**src/rtl/mem_load_unit.sv**
```systemverilog
// rtl/mem_load_unit.sv - load unit: request handshake, word reads, byte/half/word/dword extraction
// MEM_LOAD_SPLIT_EN enables misaligned loads as two-word reads; undefined raises an exception instead.
`timescale 1ns/1ps
module mem_load_unit #(
  parameter int DATA_W = 32,
  parameter int ADDR_W = 32,
  parameter int OFS_W  = $clog2(DATA_W/8)
) (
  input  logic              iCLK,
  input  logic              iRST_n,
  input  logic              iReqValid,
  output logic              oReqReady,
  input  logic [ADDR_W-1:0] iAddr,
  input  logic [2:0]        iLoadType,
  output logic              oMemRead,
  output logic [ADDR_W-1:0] oMemAddr,
  input  logic [DATA_W-1:0] iMemData,
  input  logic              iMemValid,
  output logic              oRespValid,
  output logic [DATA_W-1:0] oData,
  output logic              oException
);

  localparam int BYTES = DATA_W / 8;

`ifdef MEM_LOAD_SPLIT_EN
  localparam bit SPLIT = 1'b1;
`else
  localparam bit SPLIT = 1'b0;
`endif

  localparam logic [2:0] LT_LW  = 3'd0;
  localparam logic [2:0] LT_LH  = 3'd1;
  localparam logic [2:0] LT_LHU = 3'd2;
  localparam logic [2:0] LT_LB  = 3'd3;
  localparam logic [2:0] LT_LBU = 3'd4;
  localparam logic [2:0] LT_LWU = 3'd5;
  localparam logic [2:0] LT_LD  = 3'd6;

  typedef enum logic [1:0] {IDLE, RD1, RD2, RESP} state_e;

  state_e            state_q, state_d;
  logic [ADDR_W-1:0] addr_q, addr_d;
  logic [2:0]        type_q, type_d;
  logic [DATA_W-1:0] word0_q, word0_d;
  logic [DATA_W-1:0] data_q, data_d;
  logic              exc_q, exc_d;

  logic [OFS_W-1:0]  ofs;
  logic [ADDR_W-1:0] base_addr;
  logic              illegal_req;

  function automatic logic [3:0] load_size(input logic [2:0] t);
    case (t)
      LT_LW, LT_LWU: load_size = 4'd4;
      LT_LH, LT_LHU: load_size = 4'd2;
      LT_LD:         load_size = 4'd8;
      default:       load_size = 4'd1;
    endcase
  endfunction

  function automatic logic misaligned(input logic [2:0] t, input logic [OFS_W-1:0] o);
    case (t)
      LT_LH, LT_LHU: misaligned = o[0];
      LT_LW, LT_LWU: misaligned = |o[1:0];
      LT_LD:         misaligned = |o;
      default:       misaligned = 1'b0;
    endcase
  endfunction

  function automatic logic type_illegal(input logic [2:0] t);
    type_illegal = (t == 3'd7) || ((DATA_W == 32) && ((t == LT_LWU) || (t == LT_LD)));
  endfunction

  function automatic logic crosses(input logic [2:0] t, input logic [OFS_W-1:0] o);
    crosses = (5'(o) + 5'(load_size(t))) > 5'(BYTES);
  endfunction

  // The field always lands at bit 0 after shifting {hi,lo} right by the byte offset,
  // so aligned, in-word and split loads share one extraction path.
  function automatic logic [DATA_W-1:0] extract(input logic [2:0] t, input logic [OFS_W-1:0] o,
                                                input logic [DATA_W-1:0] hi,
                                                input logic [DATA_W-1:0] lo);
    logic [DATA_W-1:0] sh;
    sh = DATA_W'({hi, lo} >> {o, 3'b000});
    case (t)
      LT_LW:   extract = DATA_W'($signed(sh[31:0]));
      LT_LWU:  extract = DATA_W'(sh[31:0]);
      LT_LH:   extract = DATA_W'($signed(sh[15:0]));
      LT_LHU:  extract = DATA_W'(sh[15:0]);
      LT_LB:   extract = DATA_W'($signed(sh[7:0]));
      LT_LBU:  extract = DATA_W'(sh[7:0]);
      default: extract = sh;
    endcase
  endfunction

  assign ofs         = addr_q[OFS_W-1:0];
  assign base_addr   = {addr_q[ADDR_W-1:OFS_W], {OFS_W{1'b0}}};
  assign illegal_req = type_illegal(iLoadType) ||
                       (!SPLIT && misaligned(iLoadType, iAddr[OFS_W-1:0]));

  always_ff @(posedge iCLK or negedge iRST_n) begin
    if (!iRST_n) begin
      state_q <= IDLE;
      addr_q  <= '0;
      type_q  <= '0;
      word0_q <= '0;
      data_q  <= '0;
      exc_q   <= 1'b0;
    end else begin
      state_q <= state_d;
      addr_q  <= addr_d;
      type_q  <= type_d;
      word0_q <= word0_d;
      data_q  <= data_d;
      exc_q   <= exc_d;
    end
  end

  always_comb begin
    state_d = state_q;
    addr_d  = addr_q;
    type_d  = type_q;
    word0_d = word0_q;
    data_d  = data_q;
    exc_d   = exc_q;
    case (state_q)
      IDLE: begin
        if (iReqValid) begin
          addr_d = iAddr;
          type_d = iLoadType;
          if (illegal_req) begin
            data_d  = '0;
            exc_d   = 1'b1;
            state_d = RESP;
          end else begin
            state_d = RD1;
          end
        end
      end
      RD1: begin
        if (iMemValid) begin
          word0_d = iMemData;
          if (SPLIT && crosses(type_q, ofs)) begin
            state_d = RD2;
          end else begin
            data_d  = extract(type_q, ofs, '0, iMemData);
            exc_d   = 1'b0;
            state_d = RESP;
          end
        end
      end
      RD2: begin
        if (iMemValid) begin
          data_d  = extract(type_q, ofs, iMemData, word0_q);
          exc_d   = 1'b0;
          state_d = RESP;
        end
      end
      default: state_d = IDLE;
    endcase
  end

  always_comb begin
    oMemAddr = '0;
    if (state_q == RD1) oMemAddr = base_addr;
    else if (state_q == RD2) oMemAddr = base_addr + ADDR_W'(BYTES);
  end

  assign oReqReady  = (state_q == IDLE) && iRST_n;
  assign oMemRead   = (state_q == RD1) || (state_q == RD2);
  assign oRespValid = (state_q == RESP);
  assign oData      = data_q;
  assign oException = exc_q;

endmodule

```
**config.mk**
```make
export PLATFORM = sky130hd
export DESIGN_NAME = mem_load_unit
export DESIGN_NICKNAME = d
export VERILOG_FILES = /design/src/rtl/mem_load_unit.sv
export SDC_FILE = /design/constraint.sdc
export NUM_CORES = 1
export LEC_CHECK = 0
export ABC_CLOCK_PERIOD_IN_PS = 4600
export BUFFER_PORTS_ARGS = -buffer_cell sky130_fd_sc_hd__buf_2
export CAP_MARGIN = 30
export CORE_ASPECT_RATIO = 1.75
export CORE_UTILIZATION = 30
export CTS_CLUSTER_SIZE = 14
export DETAILED_ROUTE_END_ITERATION = 8
export PLACE_DENSITY_LB_ADDON = 0.08
export SLEW_MARGIN = 20
export SYNTH_ARGS = -nofsm -noshare
export SYNTH_HDL_FRONTEND = slang
export SYNTH_SLANG_ARGS = --single-unit
```
**constraint.sdc**
```tcl
create_clock -name iCLK -period 4.6 [get_ports iCLK]
set_input_delay 0.69 -clock iCLK [delete_from_list [all_inputs] [get_ports iCLK]]
set_output_delay 0.69 -clock iCLK [all_outputs]
set_load 0.03 [all_outputs]
```
# [Yosys cells after proc, flatten, opt, wreduce, memory -nomap -nowiden]
# Index checks and enable logic that the tools add are counted.
[totals] ff_bits=102 inputBits=71 output_inout_bits=68 word_cells=62
[classes] addsub=1 n_eq_ne=17 n_shift=2 mux=18 n_reduce_logical=18
[ops] cell="one-hot mux 32 bit (4 select lines)" count=2
[ops] cell="2-to-1 mux 32 bit" count=6
[ops] cell="one-hot mux 32 bit (3 select lines)" count=1
[ops] cell="right shift 64 x 5 -> 32 bit" count=1
[ops] cell="adder 32 x 3 -> 32 bit (second input constant)" count=1
[ops] cell="right shift 32 x 5 -> 32 bit" count=1
[ops] cell="equality test 3 bit (second input constant)" count=4
[ops] cell="equality test 3 x 2 -> 1 bit (second input constant)" count=3
[ops] cell="!= test 2 bit (second input constant)" count=4
[ops] cell="equality test 3 x 1 -> 1 bit (second input constant)" count=2
[ops] cell="2-to-1 mux 2 bit" count=3
[ops] cell="AND reduction 2 bit" count=3
[ops] cell="OR reduction 2 bit" count=3
[ops] cell="AND reduction 5 bit" count=1
[ops] cell="equality test 2 bit (second input constant)" count=2
[ops] cell="logical OR 1 bit" count=4
[ops] cell="one-hot mux 1 bit (2 select lines)" count=2
[ops] cell="one-hot mux 2 bit (2 select lines)" count=1
[ops] cell="AND reduction 4 bit" count=1
[ops] cell="logical NOT 3 bit" count=1
[ops] cell="2-to-1 mux 1 bit" count=3
[ops] cell="nonzero test 3 bit" count=1
[ops] cell="OR reduction 3 bit" count=1
[ops] cell="equality test 2 x 1 -> 1 bit (second input constant)" count=1
[ops] cell="other kinds (4)" count=4

# [Longest topological paths before layout]
[logic_depth] word_depth=7 ltp_mapped=9

# [Worst setup path before layout]
# OpenSTA, ideal clock, no wires.
[synth_path] path_type="reg-to-output" start="reg state_q[1]" end="out oMemAddr[17]" arrival_time_ps=2126 path_slack_ps=1784 stages_incl_launch_ff=8 path_buffers=1 cell_sequence="dfrtp_1 inv_1 ha_1 or4_1 buf_2 nor4_1 xnor2_1 nor2_1"
[synth_between] elab_chain_cells=3
[synth_lines] item="from (decl)" line_no="42" rtl="state_e state_q, state_d;"
[synth_lines] item="from (signal assigned)" line_no="111" rtl="state_q <= state_d;"
[synth_lines] item="equality test 2 bit" line_no="167" rtl="else if (state_q == RD2) oMemAddr = base_addr + ADDR_W'(BYTES);"
[synth_lines] item="2-to-1 mux 32 bit" line_no="167"
[synth_lines] item="2-to-1 mux 32 bit *" line_no="166" rtl="if (state_q == RD1) oMemAddr = base_addr;"
[synth_lines] item="to (decl)" line_no="16" rtl="output logic [ADDR_W-1:0] oMemAddr,"
# Every way passes the cells marked *; elsewhere a longest branch is shown, timed or not.

# [Worst setup path in the final report]
[layout_path] start="reg state_q[1]" end="out oMemAddr[28]"
# The elaborated chain is that of the path after synthesis.

==> flow_metrics.tcl <==
set metrics [dict create \
    drc 0 \
    yosys_most_used_dff "dfrtp_1" \
    yosys.area.top_type "dfrtp_1" \
    grt_overflow 0 \
    synth.distinct_cells 73 \
    rsz0062_at_grt "false" \
    max-cap-violations 0 \
    vdd_drop_max_mv 0.357 \
    clkLatencyLatePin_ps 360 \
    synth_cells 672 \
    vias 5689 \
    ant_nets 0 \
    die_y_um 199 \
    drive_gt1_share_pct 32.5 \
    cp.required_ps 3910 \
    reg2reg_slack_ps 1550 \
    cts_sinks 102 \
    pwr-share-clk_pct 13.6 \
    synth_warnings 0 \
    clock_skew_ps 7.14 \
    async_flop_share_pct 100 \
    drv_slew 0 \
    place_ws_ps 1380 \
    rows 71 \
    clockBufferDepth 2 \
    hold_class "input pin to async pin" \
    hold_viol 0 \
    root_buffer "clkbuf_16" \
    die-area_um2 22700 \
    power.leakage_nw 3.40 \
    cts_tree "built" \
    htree_levels 3 \
    hold_buffers 0 \
    viasPerCell 5.28 \
    grt_start_max_net_pins 68 \
    synth-seq-cells 102 \
    seq_area_frac_synth_pct 38.5 \
    gp_congestion 0.815 \
    p_comb_share_pct 57.1 \
    drt_iter0_drc 203 \
    cts.reportedPaths.clkPinSlew_ps 70 \
    numCtsBuffers 9 \
    status "finished, final reports clean" \
    antenna-diode-count 0 \
    power_density_nw_per_um2 791 \
    io_pins 139 \
    grt_pass1_wl_um 33900 \
    cts_setup_buffers 0 \
    cts-resized-gates 0 \
    synth_top_area_share_pct 38.5 \
    fin_tns_setup_ps 0 \
    firstDrtPassIters 4 \
    p_seq_share_pct 29.3 \
    cp_max_fo 14 \
    synth.area.top_cells "dfrtp_1 39%, mux2_2 13%, o21ai_0 4.8%, mux2i_1 4.7%, nand2_1 3.4%" \
    grt.total_usage_pct 20.1 \
    area_growth_pct 17.5 \
    antenna_found_initial 2 \
    finalWorstSetupSlack_ps 1000 \
    routed_wl_um 22100 \
    syn_area_um2 6620 \
    numPortBuffers 136 \
    fp.dieW_um 114 \
    setup_viol 0 \
    max-slew-margin-rel_pct 38.0 \
    fmax_mhz 278 \
    netlist_top_cells_count "102 x dfrtp_1, 75 x mux2_2, 63 x o21ai_0, 60 x nand2_1, 31 x mux2i_1" \
    cp-start-kind "flop" \
    syn_area_per_cell_um2 9.86 \
    synth_edf_count 0 \
    post-route-period-util_pct 78.3 \
    yosysMostFrequentCell "dfrtp_1" \
    grt_pass1_vias 5981 \
    power_switching_mw 3.04 \
    endpoint_kind "output pin" \
    max_slew.worst_pin.slew_ps 930 \
    post_drt_wl_per_cell_um 20.5 \
    crit_arrival_ps 2910 \
    switching_share_pct 49.4 \
    min_period_ps 3600 \
    critPathKind "flop to output pin" \
    core-area_um2 21600 \
    nNetsFinal 856 \
    dp_hpwl_um 16300 \
    intPower_mw 3.12 \
    start_util_pct 30.7 \
]
critical path: stages, from the launching register on:
cell and delay, ps:
dfrtp_1 400, inv_1 90, ha_1 350, and4b_1 350, nand4_1 430, nor4_1 520
xnor2_1 120, nor2_1 90, buf_2 200
metal layers:
metal	up-vias	share of wire [%]	GRT usage, %
li1	2696	-	-
met1	2802	36	20.0
met2	141	54	37.8
met3	46	3.7	4.02
met4	4	5.7	12.3
met5	-	0.12	0
metrics by stage:
stage | util, % | hold slack (ps) | instances | cell area [µm²] | power (mW)
2_1_floorplan | - | 394 | 673 | 6630 | 4.35
3_3_place_gp | 34.4 | 485 | 1059 | 7430 | 5.31
3_5_place_dp | 34.5 | 477 | 1060 | 7440 | 5.37
4_1_cts | 35.9 | 301 | 1076 | 7760 | 6.23
5_1_grt | 36.1 | 326 | 1077 | 7790 | 6.60
6_report | 36.1 | 284 | 1077 | 7790 | 6.16
flip-flops by register name, indices dropped and copies added, names as in the netlist:
register and cells:
addr_q 32, oData 32, oException 1, state_q 2, type_q 3, word0_q 32
final cells by class:
| type | count | area, µm² |
|---|---|---|
| fillers | 2265 | 13800 |
| multi-input cells | 495 | 3660 |
| flip-flops and latches | 102 | 2550 |
| repair buffers | 147 | 790 |
| well taps | 292 | 365 |
| clock buffers | 12 | 267 |
| inverters | 25 | 93.8 |
| clock inverters | 4 | 53.8 |
power groups by stage:
stage | Combinational, mW | Clock [mW] | Sequential, mW
CTS | 3.56 | 0.864 | 1.81
detailed placement | 3.55 | 0 | 1.82
global placement | 3.50 | 0 | 1.81
global route | 3.83 | 0.894 | 1.88
finish | 3.51 | 0.838 | 1.81
floorplan | 2.57 | 0 | 1.79
cells in the final DEF, fill, tap and decap left out, types with 10 or more instances in the layout:
master / synthesis / routed
buf_2: 7 / 135
dfrtp_1: 102 / 101
mux2_2: 75 / 75
o21ai_0: 63 / 63
nand2_1: 60 / 60
mux2i_1: 31 / 31
inv_1: 25 / 25
nor2_1: 26 / 25
xnor2_1: 21 / 21
nand4_1: 18 / 18
o2bb2ai_1: 16 / 16
a22oi_1: 16 / 16
o2111ai_1: 15 / 15
nor2b_1: 11 / 11
nand3_1: 10 / 10
buf_4: 2 / 10
path summary, 6_finish.rpt:
kind	from	end	depth (start not counted)
min in group iCLK	oData[6]	oData[6]	1
worst max register to register	addr_q[0]	oData[23]	5
worst min register to register	oData[6]	oData[6]	1
max in group asynchronous	iRST_n	addr_q[0]	3
worst max-delay path	state_q[1]	oMemAddr[28]	8
worst min-delay path	iRST_n	oData[29]	1
cells by family after synthesis:
logic type               synth area share (%)
adder cells (fa/ha/maj)                 0.944
other                                  0.0566
buffers and inverters                    6.25
AO/OA/AOI/OAI                            18.0
flip-flops                               38.5
XOR/XNOR                                 2.91
AND/OR/NAND/NOR                          14.4
multiplexers                             18.9
(Power assumes the default switching activity.)
